==> src/rtl/sim_uart_rx_monitor_if.sv <==
// Byte stream from the UART receive monitor to its consumer (valid/ready, first-word-fall-through).
interface sim_uart_rx_monitor_if;
    logic [7:0] byte_o;
    logic       byte_valid_o;
    logic       byte_ready_i;

    modport master (
        output byte_o,
        output byte_valid_o,
        input  byte_ready_i
    );

    modport slave (
        input  byte_o,
        input  byte_valid_o,
        output byte_ready_i
    );
endinterface

==> src/rtl/sim_uart_rx_monitor.sv <==
// 8N1 UART receive monitor: deserialises the CPU TX line, buffers bytes in a FIFO, counts newlines.
// Optional simulation console echo enabled by defining UART_MONITOR_PRINT_EN.
module sim_uart_rx_monitor #(
    parameter int unsigned CLKS_PER_BIT    = 32'd10,
    parameter int unsigned FIFO_DEPTH_LOG2 = 4
) (
    input  logic                         clk_i,
    input  logic                         reset_i,
    input  logic                         rxd_i,
    sim_uart_rx_monitor_if.master        byte_if,
    output logic                         framing_err_o,
    output logic                         overflow_o,
    output logic [15:0]                  line_count_o,
    output logic                         busy_o
);

    localparam int unsigned DEPTH   = 1 << FIFO_DEPTH_LOG2;
    localparam int unsigned CNT_W   = FIFO_DEPTH_LOG2 + 1;
    localparam logic [15:0] HALF_M1 = 16'(CLKS_PER_BIT / 2 - 1);
    localparam logic [15:0] FULL_M1 = 16'(CLKS_PER_BIT - 1);

    typedef enum logic [2:0] {
        IDLE,
        START,
        DATA,
        STOP,
        WAIT_IDLE
    } state_t;

    state_t                       r_state;
    state_t                       w_state_nxt;
    logic                         r_sync1;
    logic                         r_sync2;
    logic                         r_prev;
    logic [15:0]                  r_cnt;
    logic [15:0]                  w_cnt_nxt;
    logic [2:0]                   r_bit_idx;
    logic [2:0]                   w_bit_nxt;
    logic [7:0]                   r_shift;
    logic [7:0]                   w_shift_nxt;
    logic                         w_push;
    logic                         w_frame_err;
    logic                         w_fall;
    logic                         w_cnt_zero;

    logic [7:0]                   r_mem [DEPTH];
    logic [FIFO_DEPTH_LOG2-1:0]   r_wr_ptr;
    logic [FIFO_DEPTH_LOG2-1:0]   r_rd_ptr;
    logic [CNT_W-1:0]             r_count;
    logic                         w_full;
    logic                         w_empty;
    logic                         w_pop;
    logic                         w_push_ok;
    logic                         w_overflow;

    assign w_fall     = r_prev & ~r_sync2;
    assign w_cnt_zero = (r_cnt == 16'd0);

    always_ff @(posedge clk_i) begin
        if (!reset_i) begin
            r_state   <= IDLE;
            r_sync1   <= 1'b1;
            r_sync2   <= 1'b1;
            r_prev    <= 1'b1;
            r_cnt     <= 16'd0;
            r_bit_idx <= 3'd0;
        end else begin
            r_state   <= w_state_nxt;
            r_sync1   <= rxd_i;
            r_sync2   <= r_sync1;
            r_prev    <= r_sync2;
            r_cnt     <= w_cnt_nxt;
            r_bit_idx <= w_bit_nxt;
        end
    end

    always_ff @(posedge clk_i) begin
        r_shift <= w_shift_nxt;
    end

    // Every timed state counts down to zero and samples the synchronised line there
    always_comb begin
        w_state_nxt = r_state;
        w_cnt_nxt   = r_cnt;
        w_bit_nxt   = r_bit_idx;
        w_shift_nxt = r_shift;
        w_push      = 1'b0;
        w_frame_err = 1'b0;
        case (r_state)
            IDLE: begin
                if (w_fall) begin
                    w_state_nxt = START;
                    w_cnt_nxt   = HALF_M1;
                end
            end
            START: begin
                if (!w_cnt_zero) begin
                    w_cnt_nxt = r_cnt - 16'd1;
                end else if (!r_sync2) begin
                    w_state_nxt = DATA;
                    w_cnt_nxt   = FULL_M1;
                    w_bit_nxt   = 3'd0;
                end else begin
                    w_state_nxt = IDLE;
                end
            end
            DATA: begin
                if (!w_cnt_zero) begin
                    w_cnt_nxt = r_cnt - 16'd1;
                end else begin
                    w_shift_nxt = {r_sync2, r_shift[7:1]};
                    w_cnt_nxt   = FULL_M1;
                    if (r_bit_idx == 3'd7) begin
                        w_state_nxt = STOP;
                    end else begin
                        w_bit_nxt = r_bit_idx + 3'd1;
                    end
                end
            end
            STOP: begin
                if (!w_cnt_zero) begin
                    w_cnt_nxt = r_cnt - 16'd1;
                end else if (r_sync2) begin
                    w_push      = 1'b1;
                    w_state_nxt = IDLE;
                end else begin
                    w_frame_err = 1'b1;
                    w_state_nxt = WAIT_IDLE;
                end
            end
            WAIT_IDLE: begin
                if (r_sync2) begin
                    w_state_nxt = IDLE;
                end
            end
            default: w_state_nxt = IDLE;
        endcase
    end

    assign busy_o = (r_state != IDLE);

    // A push into a full FIFO is still accepted when the head is popped in the same cycle
    assign w_empty    = (r_count == '0);
    assign w_full     = (r_count == CNT_W'(DEPTH));
    assign w_pop      = !w_empty && byte_if.byte_ready_i;
    assign w_push_ok  = w_push && (!w_full || w_pop);
    assign w_overflow = w_push && w_full && !w_pop;

    always_ff @(posedge clk_i) begin
        if (!reset_i) begin
            r_wr_ptr      <= '0;
            r_rd_ptr      <= '0;
            r_count       <= '0;
            framing_err_o <= 1'b0;
            overflow_o    <= 1'b0;
            line_count_o  <= 16'd0;
        end else begin
            if (w_push_ok) begin
                r_wr_ptr <= r_wr_ptr + 1'b1;
            end
            if (w_pop) begin
                r_rd_ptr <= r_rd_ptr + 1'b1;
            end
            r_count <= r_count + CNT_W'(w_push_ok) - CNT_W'(w_pop);
            if (w_frame_err) begin
                framing_err_o <= 1'b1;
            end
            if (w_overflow) begin
                overflow_o <= 1'b1;
            end
            if (w_push_ok && (r_shift == 8'h0A)) begin
                line_count_o <= line_count_o + 16'd1;
            end
        end
    end

    always_ff @(posedge clk_i) begin
        if (reset_i && w_push_ok) begin
            r_mem[r_wr_ptr] <= r_shift;
        end
    end

    assign byte_if.byte_valid_o = !w_empty;
    assign byte_if.byte_o       = w_empty ? 8'h00 : r_mem[r_rd_ptr];

`ifdef UART_MONITOR_PRINT_EN
    always @(posedge clk_i) begin
        if (reset_i && w_push_ok) begin
            $write("%c", r_shift);
        end
        if (reset_i && w_frame_err) begin
            $display("%0t UART: framing error", $time);
        end
    end
`else
`endif

endmodule

==> src/flat_wrapper.sv <==
// flat-port wrapper written by rule: the top's interface ports become plain ports
module sim_uart_rx_monitor_flat 
#(
    parameter int unsigned CLKS_PER_BIT    = 32'd10,
    parameter int unsigned FIFO_DEPTH_LOG2 = 4
)
  (clk_i, reset_i, rxd_i, framing_err_o, overflow_o, line_count_o, busy_o, byte_if_byte_o, byte_if_byte_valid_o, byte_if_byte_ready_i);
  sim_uart_rx_monitor_if byte_if_i ();
  input  logic clk_i;
  input  logic reset_i;
  input  logic rxd_i;
  output logic framing_err_o;
  output logic overflow_o;
  output logic [15:0] line_count_o;
  output logic busy_o;
  output wire logic [$bits(byte_if_i.byte_o)-1:0] byte_if_byte_o;
  output wire logic [$bits(byte_if_i.byte_valid_o)-1:0] byte_if_byte_valid_o;
  input wire logic [$bits(byte_if_i.byte_ready_i)-1:0] byte_if_byte_ready_i;
  assign byte_if_byte_o = byte_if_i.byte_o;
  assign byte_if_byte_valid_o = byte_if_i.byte_valid_o;
  assign byte_if_i.byte_ready_i = byte_if_byte_ready_i;
  sim_uart_rx_monitor #(.CLKS_PER_BIT(CLKS_PER_BIT), .FIFO_DEPTH_LOG2(FIFO_DEPTH_LOG2)) u_core (.clk_i(clk_i), .reset_i(reset_i), .rxd_i(rxd_i), .byte_if(byte_if_i), .framing_err_o(framing_err_o), .overflow_o(overflow_o), .line_count_o(line_count_o), .busy_o(busy_o));
endmodule
==> config.mk <==
export PLATFORM = sky130hd
export DESIGN_NAME = sim_uart_rx_monitor_flat
export DESIGN_NICKNAME = d
export VERILOG_FILES = /design/src/rtl/sim_uart_rx_monitor_if.sv /design/src/rtl/sim_uart_rx_monitor.sv /design/src/flat_wrapper.sv
export SDC_FILE = /design/constraint.sdc
export NUM_CORES = 1
export LEC_CHECK = 0
export BUFFER_PORTS_ARGS = -buffer_cell sky130_fd_sc_hd__buf_2
export CAP_MARGIN = 20
export CELL_PAD_IN_SITES_DETAIL_PLACEMENT = 0
export CELL_PAD_IN_SITES_GLOBAL_PLACEMENT = 1
export CORE_MARGIN = 2
export CORE_UTILIZATION = 55
export DETAILED_ROUTE_END_ITERATION = 10
export GPL_TIMING_DRIVEN = 0
export PLACE_DENSITY_LB_ADDON = 0.1
export SLEW_MARGIN = 20
export SYNTH_ARGS = -nofsm -noshare
export SYNTH_HDL_FRONTEND = slang
export SYNTH_SLANG_ARGS = --single-unit
==> constraint.sdc <==
create_clock -name clk_i -period 5.25 [get_ports clk_i]
set_input_delay 0.7875 -clock clk_i [delete_from_list [all_inputs] [get_ports clk_i]]
set_output_delay 0.7875 -clock clk_i [all_outputs]
set_load 0.05 [all_outputs]
### Word level (Yosys, flattened, before mapping)

Memory sizes are Yosys's and may differ from the RTL's. A register that Yosys moved wholly into a read port is not among the register bits.
Cells that the tools add are included.
W data, S select, Z words.

* equality and inequality tests: 17
* $add $sub $neg: 7
* multiplexer cells: 31
* reductions and logical operators: 20
* bitwise gates (word level): 2

Operators with widths (number)
* $mux W16: 5
* $pmux W16 S4: 1
* $mux W3: 11
* $add A16 B1 Y16 const B: 1
* $logic_not A16 Y1: 1
* $sub A16 B1 Y16 const B: 1
* $pmux W3 S5: 1
* $ne A2 B1 Y1 const B: 6
* $add A4 B1 Y4 const B: 2
* $eq A8 B4 Y1 const B: 1
* $mux W1: 8
* $mux W4: 2
* $mux W8: 1
* $eq A3 B2 Y1 const B: 2
* $eq A3 B3 Y1 const B: 2
* $logic_and A1 B1 Y1: 6
* $ne A2 B2 Y1 const B: 3
* $pmux W3 S2: 1
* $reduce_and A6 Y1: 1
* $add A5 B1 Y5: 1
* $eq A5 B5 Y1 const B: 1
* $logic_not A5 Y1: 1
* $reduce_and A5 Y1: 1
* $sub A5 B1 Y5: 1
* 14 further kinds: 16

* memories: 1
* word-level logic and storage cells: 91
* register bits after elaboration: 64
* bits in writable memories: 128
* bits of input ports: 4
* output and inout bits: 28

Memories
* u_core.r_mem: words 16, width 8, rd ports 1, clocked after memory_dff 1, wr ports 1, RTL line sim_uart_rx_monitor.sv:46 `logic [7:0] r_mem [DEPTH];`

### Longest topological paths before layout

Gate-level depths: netlist (run 1).

* word-level depth: 8
* mapped depth: 15
* mapped depth without buffers: 14

### Worst setup path before layout (run 1)

Ideal clock, no wire load.

* path kind: register to output
* start: register with a tool-made name
* end: output port byte_if_byte_o[0]
* cell stages (with the launch flop): 6
* data required time: 4.463 ns
* path buffers: 2
* arrival: 2.112 ns
* path slack: 2.351 ns
* cell sequence: dfxtp_1 -> clkbuf_1 -> buf_2 -> mux4_2 -> mux4_2 -> and2_1

RTL lines
* end: declaration: RTL line flat_wrapper.sv:16 `output wire logic [$bits(byte_if_i.byte_o)-1:0] byte_if_byte_o;`

==> qor.csv, run 1 <==
stage;metric;value;unit
synth;synthesized area;8184;µm²
sta;Slew Viols, Final;0;
route;via count;4757;
clock_network;post-cts resize count;0;
run_status;status;completed;
worst_setup_path;crit path kind;reg2out;
sta;Fmax;271.8;MHz
sta;final hold violation count;0;
worst_hold_path;Worst Hold Launch;u_core.r_sync1;
sta;Worst slew margin;0.4245;
finish;Area growth, synth to finish;11.73;%
worst_setup_path;crit path max fanout;10;
placed_design;dpl ws;1606;ps
clock_network;CTS buffer count;17;
worst_setup_path;CP Data Arrival Time;2890;ps
synth;Yosys cell types;58;
synth;#FFs+latches synth;196;
route;drt total wl;16540;µm
floorplan;Initial Utilization;0.5631;
finish;Layout Nets;632;
global_routing;grt total ovfl;0;
route;post-route antenna net violation count;0;
global_routing;global-route wire length before repair;26570;µm
job;Max-Cap Viols;0;
clock_network;CTS root buf;clkbuf_16;
synth;ys async rst share;0;
floorplan;Die Wd;126.0;µm
floorplan;area of the core;14530;µm²
sta;period utilization;0.7008;
sta;RSZ-0062 raised after global routing;no;
global_routing;vias in the first global route;4825;
worst_setup_path;Setup crit end kind;output pin;
pwr;Peak supply drop;359.5;µV
floorplan;die height;126.0;µm
clock_network;Post-CTS Setup Bufs;0;
worst_setup_path;FF-to-FF setup slack;1710;ps
placed_design;port buffer count;30;
clock_network;CTS sink count;196;
worst_setup_path;Worst setup SP type;flip-flop;
sta;worst setup margin;1571;ps
floorplan;num rows;44;
finish;post-layout util;0.6291;
global_routing;initial antenna violation count;0;
synth;syn nets;583;
clock_network;Clock Path Buffers;2;
route;post-DR vias/cell;5.880;
route;drt initial violations;406;
synth;EDFF count, synth;136;
synth;Mean Syn Cell Area;14.54;µm²
sta;fin crit period;3679;ps
clock_network;clock tree from TritonCTS;yes;
route;Residual DRC;0;
sta;Total Neg Setup Slack;0;ps
clock_network;Hold Buf Count CTS;0;
pwr;leakage;0.003072;µW
pwr;Power Density;509.3;nW/µm²
synth;Seq/Total Area, Yosys;0.6458;
placed_design;dpl hpwl;11460;µm
finish;fraction of layout cells with a size suffix above 1;0.1952;
synth;Gate Count Post-Synth;563;
clock_network;Clock Latency Late Sink;430;ps
worst_setup_path;CP Data Required Time;4460;ps
sta;skew final;9.517;ps
floorplan;Die Area;15870;µm²
synth;top_reg_cell synth;edfxtp_1;
sta;worst-margin pin slew;860.1;ps
route;wire per inst;20.45;µm
route;drt pass-1 iters;4;
clock_network;clock slew at reported path FFs;60;ps
global_routing;largest net degree at the start of global routing;19;
synth;synth warn;0;
placed_design;GP Congestion;0.8266;
worst_setup_path;R2R Path Start;u_core.r_count[2];
floorplan;# IOs;32;
finish;diode count;0;
worst_hold_path;min-delay worst type;reg2reg;
clock_network;H-tree levels;4;
sta;Final setup viols;0;
global_routing;Overall Global Routing Usage;0.2226;
[cell usage in the layout, fill, tap and decap left out, drive strengths merged, types with 3 or more instances in the layout]
| master | synthesis | routed |
|---|---|---|
| mux2i | 6 | 6 |
| nor2 | 59 | 59 |
| inv | 19 | 19 |
| nand4 | 14 | 14 |
| xnor2 | 13 | 13 |
| or3 | 6 | 6 |
| and4 | 3 | 3 |
| or4 | 4 | 4 |
| o211ai | 3 | 3 |
| nand3 | 12 | 12 |
| nand2b | 9 | 9 |
| clkbuf | 19 | 43 |
| mux4 | 40 | 40 |
| ha | 15 | 15 |
| xor2 | 13 | 13 |
| nor4 | 11 | 11 |
| nand2 | 21 | 21 |
| buf | 9 | 39 |
| o31ai | 3 | 3 |
| and2 | 12 | 12 |
| nor3 | 15 | 15 |
| dfxtp | 60 | 60 |
| clkinv | 1 | 7 |
| a21oi | 17 | 17 |
| edfxtp | 136 | 136 |
| o21ai | 11 | 11 |
[layout make-up]
type                       count  area [µm²]
clock inverter                 8       77.57
multi-input combinational    319        2729
tap                          184       230.2
clock buffer                  24       481.7
timing repair buffer          30       150.1
fill                        1136        5390
inverter                      20       75.07
sequential                   196        5285
buffer                        28       115.1
[sequential cells by signal (all words and copies together) (netlist names), named ones only]
register	count
u_core.r_shift	8
u_core.overflow_o	1
u_core.r_mem	128
u_core.r_bit_idx	3
u_core.framing_err_o	1
u_core.r_state	3
u_core.r_count	5
u_core.line_count_o	16
u_core.r_sync1	1
u_core.r_cnt	16
u_core.r_prev	1
u_core.r_rd_ptr	4
u_core.r_wr_ptr	4
u_core.r_sync2	1
[cell usage after synthesis, types with 12 or more instances]
| master | n | share of area |
|---|---|---|
| nor2_1 | 59 | 0.027 |
| nand4_1 | 13 | 0.0099 |
| nor3_1 | 15 | 0.0092 |
| xor2_1 | 13 | 0.014 |
| a21oi_1 | 16 | 0.0098 |
| nand2_1 | 21 | 0.0096 |
| and2_1 | 12 | 0.0092 |
| edfxtp_1 | 136 | 0.50 |
| clkbuf_1 | 19 | 0.0087 |
| nand3_1 | 12 | 0.0073 |
| inv_1 | 19 | 0.0087 |
| ha_1 | 15 | 0.023 |
| xnor2_1 | 13 | 0.014 |
| mux4_2 | 40 | 0.11 |
| dfxtp_1 | 60 | 0.15 |
[per-stage QoR]
| stage | cell area [µm²] | instances | power (µW) | hold WS, ps |
|---|---|---|---|---|
| floorplan | 8184 | 563 | 3096 | 386.3 |
| global placement | 8564 | 777 | 3451 | 393.8 |
| detailed placement | 8584 | 777 | 3481 | 397.0 |
| CTS | 9144 | 809 | 4697 | 411.9 |
| global route | 9144 | 809 | 4913 | 420.2 |
| finish | 9144 | 809 | 4657 | 407.7 |
[where the power goes]
part           internal, µW  switching, µW
Combinational           625            961
Sequential             1730            112
Clock                   691            534
[layer usage]
metal / part of all wire / track usage
met5: 0 / 0
met4: 0.022 / 0.08274
met3: 0.039 / 0.04078
met2: 0.51 / 0.3773
met1: 0.43 / 0.2894
[kinds of logic after synthesis]
| kind of cell | share of synthesized area |
|---|---|
| XOR/XNOR | 0.02782 |
| flip-flops | 0.6458 |
| buffers and inverters | 0.02324 |
| adder cells (fa/ha/maj) | 0.02660 |
| AND/OR/NAND/NOR | 0.1163 |
| multiplexers | 0.1202 |
| AO/OA/AOI/OAI | 0.04006 |
[final timing paths]
path / to / cells past startpoint
max: byte_if_byte_o[1] / 6
min reg2reg: u_core.r_sync2 / 1
min: u_core.r_sync2 / 1
max reg2reg: u_core.r_count[4] / 14
[critical path, stage by stage (launching register included)]
cell and delay (ps):
dfxtp_1 300, clkbuf_1 270, buf_2 420, mux4_2 610, mux4_2 480, and2_1 170
buf_2 210
No activity file was read; power rests on OpenSTA's default activity.
==> run 2: changes to the inputs <==
--- a/config.mk
+++ b/config.mk
@@ -5,12 +5,13 @@
 export SDC_FILE = /design/constraint.sdc
 export NUM_CORES = 1
 export LEC_CHECK = 0
+export ABC_AREA = 1
 export BUFFER_PORTS_ARGS = -buffer_cell sky130_fd_sc_hd__buf_2
 export CAP_MARGIN = 20
 export CELL_PAD_IN_SITES_DETAIL_PLACEMENT = 0
 export CELL_PAD_IN_SITES_GLOBAL_PLACEMENT = 1
 export CORE_MARGIN = 2
-export CORE_UTILIZATION = 55
+export CORE_UTILIZATION = 49
 export DETAILED_ROUTE_END_ITERATION = 10
 export GPL_TIMING_DRIVEN = 0
 export PLACE_DENSITY_LB_ADDON = 0.1
==> constraint.sdc (replaced) <==
create_clock -name clk_i -period 3.4 [get_ports clk_i]
set_input_delay 0.51 -clock clk_i [delete_from_list [all_inputs] [get_ports clk_i]]
set_output_delay 0.51 -clock clk_i [all_outputs]
set_load 0.05 [all_outputs]
==> qor.csv, run 2 <==
stage;metric;value;unit;change
finish;final std cells w/o fill;1154;;was 809
global_routing;Overall Global Routing Usage;0.2390;;was 0.2226
sta;RSZ-0062 raised after global routing;no;;unchanged
worst_setup_path;CP Data Arrival Time;2710;ps;was 2890 ps
finish;most common cell after layout, fill and taps aside;edfxtp_1;;unchanged
synth;Post-Synth Adder-Cell Area;0.02371;;was 0.02660
worst_setup_path;FF-to-FF setup slack;490;ps;was 1710 ps
worst_setup_path;FF-to-FF End;u_core.r_mem[6][1];;was u_core.r_count[4]
job;Max-Cap Viols;0;;unchanged
global_routing;vias in the first global route;6111;;was 4825
finish;biggest regs;u_core.r_mem x128, u_core.line_count_o x16, u_core.r_cnt x16;;unchanged
sta;Final Hold Slack;256.9;ps;was 407.7 ps
clock_network;Clock Latency Late Sink;440;ps;was 430 ps
global_routing;initial antenna violation count;0;;unchanged
floorplan;num rows;48;;was 44
pwr;total power;7513;µW;was 4657 µW
placed_design;port buffer count;30;;unchanged
worst_setup_path;Worst Path Buf+Inv;3;;unchanged
synth;simple-gate area share of the yosys netlist;0.1817;;was 0.1163
sta;Slew Viols, Final;0;;unchanged
worst_setup_path;reg2reg path depth;10;;was 14
sta;Worst slew margin;0.3766;;was 0.4245
synth;post-synthesis mux area share;0;;was 0.1202
synth;#FFs+latches synth;196;;unchanged
clock_network;clock slew at reported path FFs;70;ps;was 60 ps
route;via count;6407;;was 4757
floorplan;area of the core;17420;µm²;was 14530 µm²
synth;top_reg_cell synth;edfxtp_1;;unchanged
worst_setup_path;CP most frequent cell;buf_2;;
synth;post-synth top area cell;edfxtp_1;;unchanged
route;Residual DRC;0;;unchanged
route;wire per inst;18.50;µm;was 20.45 µm
floorplan;Die Wd;137.7;µm;was 126.0 µm
synth;Mean Syn Cell Area;10.12;µm²;was 14.54 µm²
route;drt initial violations;505;;was 406
worst_setup_path;Setup crit end kind;output pin;;unchanged
synth;syn nets;886;;was 583
sta;fin crit period;3216;ps;
floorplan;Initial Utilization;0.5030;;was 0.5631
sta;worst-margin pin slew;931.6;ps;was 860.1 ps
clock_network;H-tree levels;4;;unchanged
worst_setup_path;CP cell instances;buf_2 -> clkbuf_1 -> o21ai_0 -> o221ai_1 -> nand3_1 -> a21oi_1 -> buf_2;;was clkbuf_1 -> buf_2 -> mux4_2 -> mux4_2 -> and2_1 -> buf_2
floorplan;# IOs;32;;unchanged
worst_setup_path;cell count along the critical path;7;;was 6
synth;ys async rst share;0;;unchanged
worst_hold_path;hold worst-path end;u_core.r_sync1;;was u_core.r_sync2
synth;Seq/Total Area, Yosys;0.6033;;was 0.6458
finish;fraction of layout cells with a size suffix above 1;0.1249;;was 0.1952
sta;Total Neg Setup Slack;0;ps;unchanged
floorplan;die height;137.7;µm;was 126.0 µm
worst_setup_path;Worst setup SP type;flip-flop;;unchanged
finish;post-layout util;0.5618;;was 0.6291
clock_network;Hold Buf Count CTS;0;;unchanged
finish;max reg flops;128;;unchanged
synth;Gate Count Post-Synth;866;;was 563
clock_network;CTS root buf;clkbuf_16;;unchanged
sta;final hold violation count;0;;unchanged
finish;Fillers;1540;;was 1136
clock_network;clock tree from TritonCTS;yes;;unchanged
floorplan;Die Area;18970;µm²;was 15870 µm²
synth;XOR/XNOR share of the synthesized area;0.01100;;was 0.02782
pwr;Peak supply drop;705.2;µV;was 359.5 µV
clock_network;CTS sink count;196;;unchanged
global_routing;global-route wire length before repair;33440;µm;was 26570 µm
global_routing;grt total ovfl;0;;unchanged
worst_hold_path;Worst Hold Launch;rxd_i;;was u_core.r_sync1
pwr;leakage;0.003503;µW;was 0.003072 µW
worst_setup_path;CP Data Required Time;2890;ps;was 4460 ps
worst_setup_path;crit path max fanout;10;;unchanged
placed_design;dpl hpwl;14790;µm;was 11460 µm
synth;synth top area cells;edfxtp_1 47%, dfxtp_1 14%, nor2_1 5.7%;;was edfxtp_1 50%, dfxtp_1 15%, mux4_2 11%
finish;register with the most flip-flops;u_core.r_mem;;unchanged
clock_network;Clock Path Buffers;2;;unchanged
global_routing;largest net degree at the start of global routing;19;;unchanged
worst_setup_path;crit path kind;reg2out;;unchanged
placed_design;GP Congestion;0.8851;;was 0.8266
synth;Yosys cell types;38;;was 58
synth;most frequent cells after synthesis;136 x edfxtp_1, 133 x nor2_1, 98 x nand2_1;;was 136 x edfxtp_1, 60 x dfxtp_1, 59 x nor2_1
worst_setup_path;R2R Path Start;u_core.r_count[3];;was u_core.r_count[2]
finish;area taken by multi-input logic gates;3084;µm²;was 2729 µm²
finish;most frequent cells in the layout;136 x edfxtp_1, 133 x nor2_1, 98 x nand2_1, 68 x inv_1, 60 x dfxtp_1;;was 136 x edfxtp_1, 60 x dfxtp_1, 59 x nor2_1, 40 x mux4_2, 38 x buf_2
worst_setup_path;Largest delay share family, worst path;buffers and inverters;;was multiplexers
synth;post-synthesis compound-gate area fraction;0.1311;;was 0.04006
pwr;Power Density;767.9;nW/µm²;was 509.3 nW/µm²
clock_network;post-cts resize count;0;;unchanged
finish;diode count;0;;unchanged
worst_hold_path;min-delay worst type;in2reg;;was reg2reg
route;post-route antenna net violation count;0;;unchanged
worst_setup_path;Worst path max stage delay;490;ps;was 610 ps
finish;Area growth, synth to finish;11.68;%;was 11.73%
synth;EDFF count, synth;136;;unchanged
sta;Fmax;310.9;MHz;
placed_design;Inst Count DP;1122;;was 777
run_status;status;completed;;unchanged
synth;synth warn;0;;unchanged
synth;largest family of logic cells by synthesized area;simple AND/OR/NAND/NOR gates;;was multiplexers
clock_network;Post-CTS Setup Bufs;0;;unchanged
clock_network;CTS buffer count;17;;unchanged
finish;Layout Nets;936;;was 632
worst_hold_path;Hold Path Stages;2;;was 1
synth;most common cell in the netlist;edfxtp_1;;unchanged
sta;period utilization;0.9459;;
route;drt total wl;21350;µm;was 16540 µm
synth;synthesized area;8761;µm²;was 8184 µm²
finish;register area;5285;µm²;unchanged
synth;Synth top area share;0.4662;;was 0.4990
route;post-DR vias/cell;5.552;;was 5.880
worst_setup_path;slowest CP cell;clkbuf_1;;was mux4_2
sta;skew final;12.28;ps;was 9.517 ps
sta;Final setup viols;0;;unchanged
route;drt pass-1 iters;5;;was 4
run 2: through the flow:
stage,setup slack (ps),cell area (µm²)
after floorplan,709.7,8761
after global placement,93.21,9193
after detailed placement,507.5,9240
after CTS,233.9,9784
after global routing,72.35,9784
final,184.0,9784
run 2: worst max path at each step:
stage	to	slack [ps]	start
floorplan	u_core.r_count[4]	710	u_core.r_count[3]
global placement	u_core.r_mem[8][2]	90	u_core.r_count[3]
detailed placement	u_core.r_mem[6][5]	510	u_core.r_count[3]
CTS	byte_if_byte_o[4]	230	flip-flop
global route	byte_if_byte_o[7]	70	flip-flop
finish	byte_if_byte_o[3]	180	flip-flop
run 2: worst register-to-register path: stages (launching register included):
cell and delay (ps):
dfxtp_1 350, inv_1 70, ha_1 180, nand2_1 60, nor2_1 50, nand2_1 240
inv_1 130, nor2_1 260, buf_4 240, nand3_1 220, nor3_2 730
run 2: metal layers:
metal,share of wire,GRT usage,wire (µm),vias to the layer above
li1,-,-,-,3117
met1,0.44,0.3133,9357,3058
met2,0.48,0.3936,10340,191
met3,0.049,0.04305,1048,41
met4,0.028,0.09694,608,0
met5,0,0,0,-
run 2: logic make-up after synthesis:
family / after synthesis
flip-flops: 196
buffers and inverters: 110
adder cells (fa/ha/maj): 16
AND/OR/NAND/NOR: 356
AO/OA/AOI/OAI: 177
XOR/XNOR: 11
run 2: power by group:
group	internal, µW	switching (µW)	total, µW
Sequential	2760	194	2960
Clock	971	884	1860
Combinational	807	1890	2700
run 2: cell type report:
class | instances | area share
inverters | 73 | 0.02826
plain buffers | 37 | 0.01586
multi-input cells | 560 | 0.3152
well taps | 225 | 0.02877
clock buffers | 21 | 0.04604
clock inverters | 11 | 0.009591
flip-flops and latches | 196 | 0.5402
repair buffers | 31 | 0.01611
==> run 3: changes to the inputs <==
==> constraint.sdc (replaced) <==
create_clock -name clk_i -period 3.4 [get_ports clk_i]
set_input_delay 0 -clock clk_i [delete_from_list [all_inputs] [get_ports clk_i]]
set_output_delay 0 -clock clk_i [all_outputs]
set_load 0.05 [all_outputs]
==> qor.csv, run 3 (synthesized netlist as in run 2, its figures left out) <==
stage;metric;value;unit;change
run_status;status;completed;;unchanged
clock_network;CTS sink count;196;;unchanged
clock_network;clock slew at reported path FFs;70;ps;about the same
floorplan;# IOs;32;;unchanged
finish;diode count;0;;unchanged
sta;Final Hold Slack;77.06;ps;was 256.9 ps
pwr;total power;7509;µW;was 7513 µW
clock_network;Clock Path Buffers;2;;unchanged
worst_setup_path;R2R Path Start;u_core.r_count[3];;unchanged
pwr;leakage;0.003511;µW;was 0.003503 µW
worst_setup_path;CP Data Arrival Time;2950;ps;was 2710 ps
worst_setup_path;crit path kind;reg2reg;;was reg2out
worst_hold_path;hold worst-path end;u_core.r_state[2];;was u_core.r_sync1
sta;skew final;11.90;ps;was 12.28 ps
worst_setup_path;Worst setup SP type;flip-flop;;unchanged
finish;Area growth, synth to finish;11.91;%;was 11.68%
worst_setup_path;Worst path max stage delay;720;ps;was 490 ps
worst_setup_path;reg2reg path depth;10;;unchanged
finish;final std cells w/o fill;1156;;was 1154
clock_network;clock tree from TritonCTS;yes;;unchanged
worst_setup_path;Setup crit end kind;flip-flop;;was output pin
worst_hold_path;min-delay worst type;in2reg;;unchanged
finish;biggest regs;u_core.r_mem x128, u_core.line_count_o x16, u_core.r_cnt x16;;unchanged
floorplan;Die Wd;137.7;µm;unchanged
worst_hold_path;Hold Path Stages;3;;was 2
global_routing;grt total ovfl;0;;unchanged
sta;RSZ-0062 raised after global routing;no;;unchanged
route;post-DR vias/cell;5.546;;was 5.552
pwr;Power Density;765.9;nW/µm²;was 767.9 nW/µm²
sta;final hold violation count;0;;unchanged
placed_design;port buffer count;30;;unchanged
worst_hold_path;Worst Hold Launch;reset_i;;was rxd_i
global_routing;vias in the first global route;6119;;was 6111
finish;Fillers;1541;;was 1540
finish;register area;5285;µm²;unchanged
clock_network;H-tree levels;4;;unchanged
placed_design;placed cell area;9240;µm²;unchanged
worst_setup_path;Largest delay share family, worst path;simple AND/OR/NAND/NOR gates;;was buffers and inverters
finish;register with the most flip-flops;u_core.r_mem;;unchanged
pwr;Peak supply drop;704.6;µV;was 705.2 µV
route;wire per inst;18.49;µm;was 18.50 µm
sta;worst-margin pin slew;928.0;ps;was 931.6 ps
sta;period utilization;0.8530;;was 0.9459
placed_design;GP Congestion;0.8851;;unchanged
worst_setup_path;FF-to-FF setup slack;500;ps;was 490 ps
floorplan;num rows;48;;unchanged
clock_network;CTS buffer count;17;;unchanged
route;drt initial violations;532;;was 505
finish;final instance area;9804;µm²;was 9784 µm²
route;Residual DRC;0;;unchanged
worst_setup_path;CP cell instances;inv_1 -> ha_1 -> nand2_1 -> nor2_1 -> nand2_1 -> inv_1 -> nor2_1 -> buf_4 -> nand3_1 -> nor3_2;;was buf_2 -> clkbuf_1 -> o21ai_0 -> o221ai_1 -> nand3_1 -> a21oi_1 -> buf_2
worst_setup_path;crit path max fanout;10;;unchanged
worst_setup_path;Worst Path Buf+Inv;3;;unchanged
global_routing;initial antenna violation count;0;;unchanged
route;drt total wl;21370;µm;was 21350 µm
clock_network;Hold Buf Count CTS;2;;was 0
pwr;Int Pwr;4544;µW;was 4541 µW
finish;most common cell after layout, fill and taps aside;edfxtp_1;;unchanged
finish;fraction of layout cells with a size suffix above 1;0.1246;;was 0.1249
pwr;Switch Pwr;2966;µW;was 2972 µW
clock_network;post-cts resize count;0;;unchanged
placed_design;Inst Count DP;1122;;unchanged
pwr;Net Sw Frac;0.3949;;was 0.3955
pwr;Flop pwr share;0.394;;about the same
sta;Total Neg Setup Slack;0;ps;unchanged
placed_design;dpl hpwl;14790;µm;unchanged
finish;most frequent cells in the layout;136 x edfxtp_1, 133 x nor2_1, 98 x nand2_1, 68 x inv_1, 60 x dfxtp_1;;unchanged
route;via count;6411;;was 6407
route;drt pass-1 iters;5;;unchanged
clock_network;Clock Latency Late Sink;430;ps;was 440 ps
sta;fin crit period;2900;ps;was 3216 ps
finish;max reg flops;128;;unchanged
floorplan;Initial Utilization;0.5030;;unchanged
floorplan;Die Area;18970;µm²;unchanged
sta;Fmax;344.8;MHz;was 310.9 MHz
clock_network;CTS root buf;clkbuf_16;;unchanged
job;Max-Cap Viols;0;;unchanged
finish;area taken by multi-input logic gates;3084;µm²;unchanged
sta;Final setup viols;0;;unchanged
sta;Slew Viols, Final;0;;unchanged
worst_setup_path;FF-to-FF End;u_core.r_mem[6][1];;unchanged
pwr;Comb power frac;0.359;;about the same
sta;Worst slew margin;0.3791;;was 0.3766
worst_setup_path;slowest CP cell;nor3_2;;was clkbuf_1
finish;Layout Nets;938;;was 936
route;post-route antenna net violation count;0;;unchanged
worst_setup_path;CP Data Required Time;3450;ps;was 2890 ps
clock_network;Post-CTS Setup Bufs;0;;unchanged
pwr;clock share of power;0.247;;about the same
floorplan;area of the core;17420;µm²;unchanged
global_routing;global-route wire length before repair;33460;µm;was 33440 µm
global_routing;Overall Global Routing Usage;0.2391;;was 0.2390
global_routing;largest net degree at the start of global routing;19;;unchanged
floorplan;die height;137.7;µm;unchanged
run 3: cell count changes in the layout (fill, tap and decap cells not counted):
cell           delta
dlygate4sd3_1     +2
run 3: power groups by stage:
stage | Sequential, µW | Clock, µW | Combinational [µW]
detailed placement | 3010 | 0 | 2690
CTS | 2960 | 1880 | 2700
global route | 2990 | 1960 | 2990
finish | 2960 | 1850 | 2700
floorplan | 2930 | 0 | 2050
global placement | 3000 | 0 | 2640
run 3: how the worst max path moves through the flow:
stage	slack (ps)	start	depth (start not counted)	to
after floorplan	710	u_core.r_count[3]	15	u_core.r_count[4]
after global placement	90	u_core.r_count[3]	10	u_core.r_mem[8][2]
after detailed placement	510	u_core.r_count[3]	10	u_core.r_mem[6][5]
after CTS	490	u_core.r_count[3]	10	u_core.r_mem[6][1]
after global routing	280	u_core.r_count[3]	14	u_core.r_count[4]
final	500	u_core.r_count[3]	10	u_core.r_mem[6][1]
run 3: layout make-up:
class	count	share of cell area
plain buffers	37	0.01582
clock buffers	21	0.04594
repair buffers	33	0.01812
multi-input cells	560	0.3146
flip-flops and latches	196	0.5391
well taps	225	0.02871
inverters	73	0.02820
clock inverters	11	0.009571
run 3: worst register-to-register path, stage by stage (launching register included):
cell and delay [ps]:
dfxtp_1 350, inv_1 70, ha_1 180, nand2_1 60, nor2_1 50, nand2_1 240
inv_1 130, nor2_1 260, buf_4 240, nand3_1 220, nor3_2 730
run 3: stage by stage:
stage                     worst slack [ps]    util
final                                499.7  0.5629
after floorplan                      709.7       -
after detailed placement             507.5  0.5305
after CTS                            492.8  0.5629
after global routing                 276.4  0.5629
after global placement               93.21  0.5278
run 3: layer usage:
metal	wire length [µm]	global-route usage	share of wire	up-vias
li1	-	-	-	3117
met1	9340	0.3125	0.44	3052
met2	10360	0.3950	0.48	205
met3	1114	0.04268	0.052	37
met4	556	0.09694	0.026	0
met5	0	0	0	-
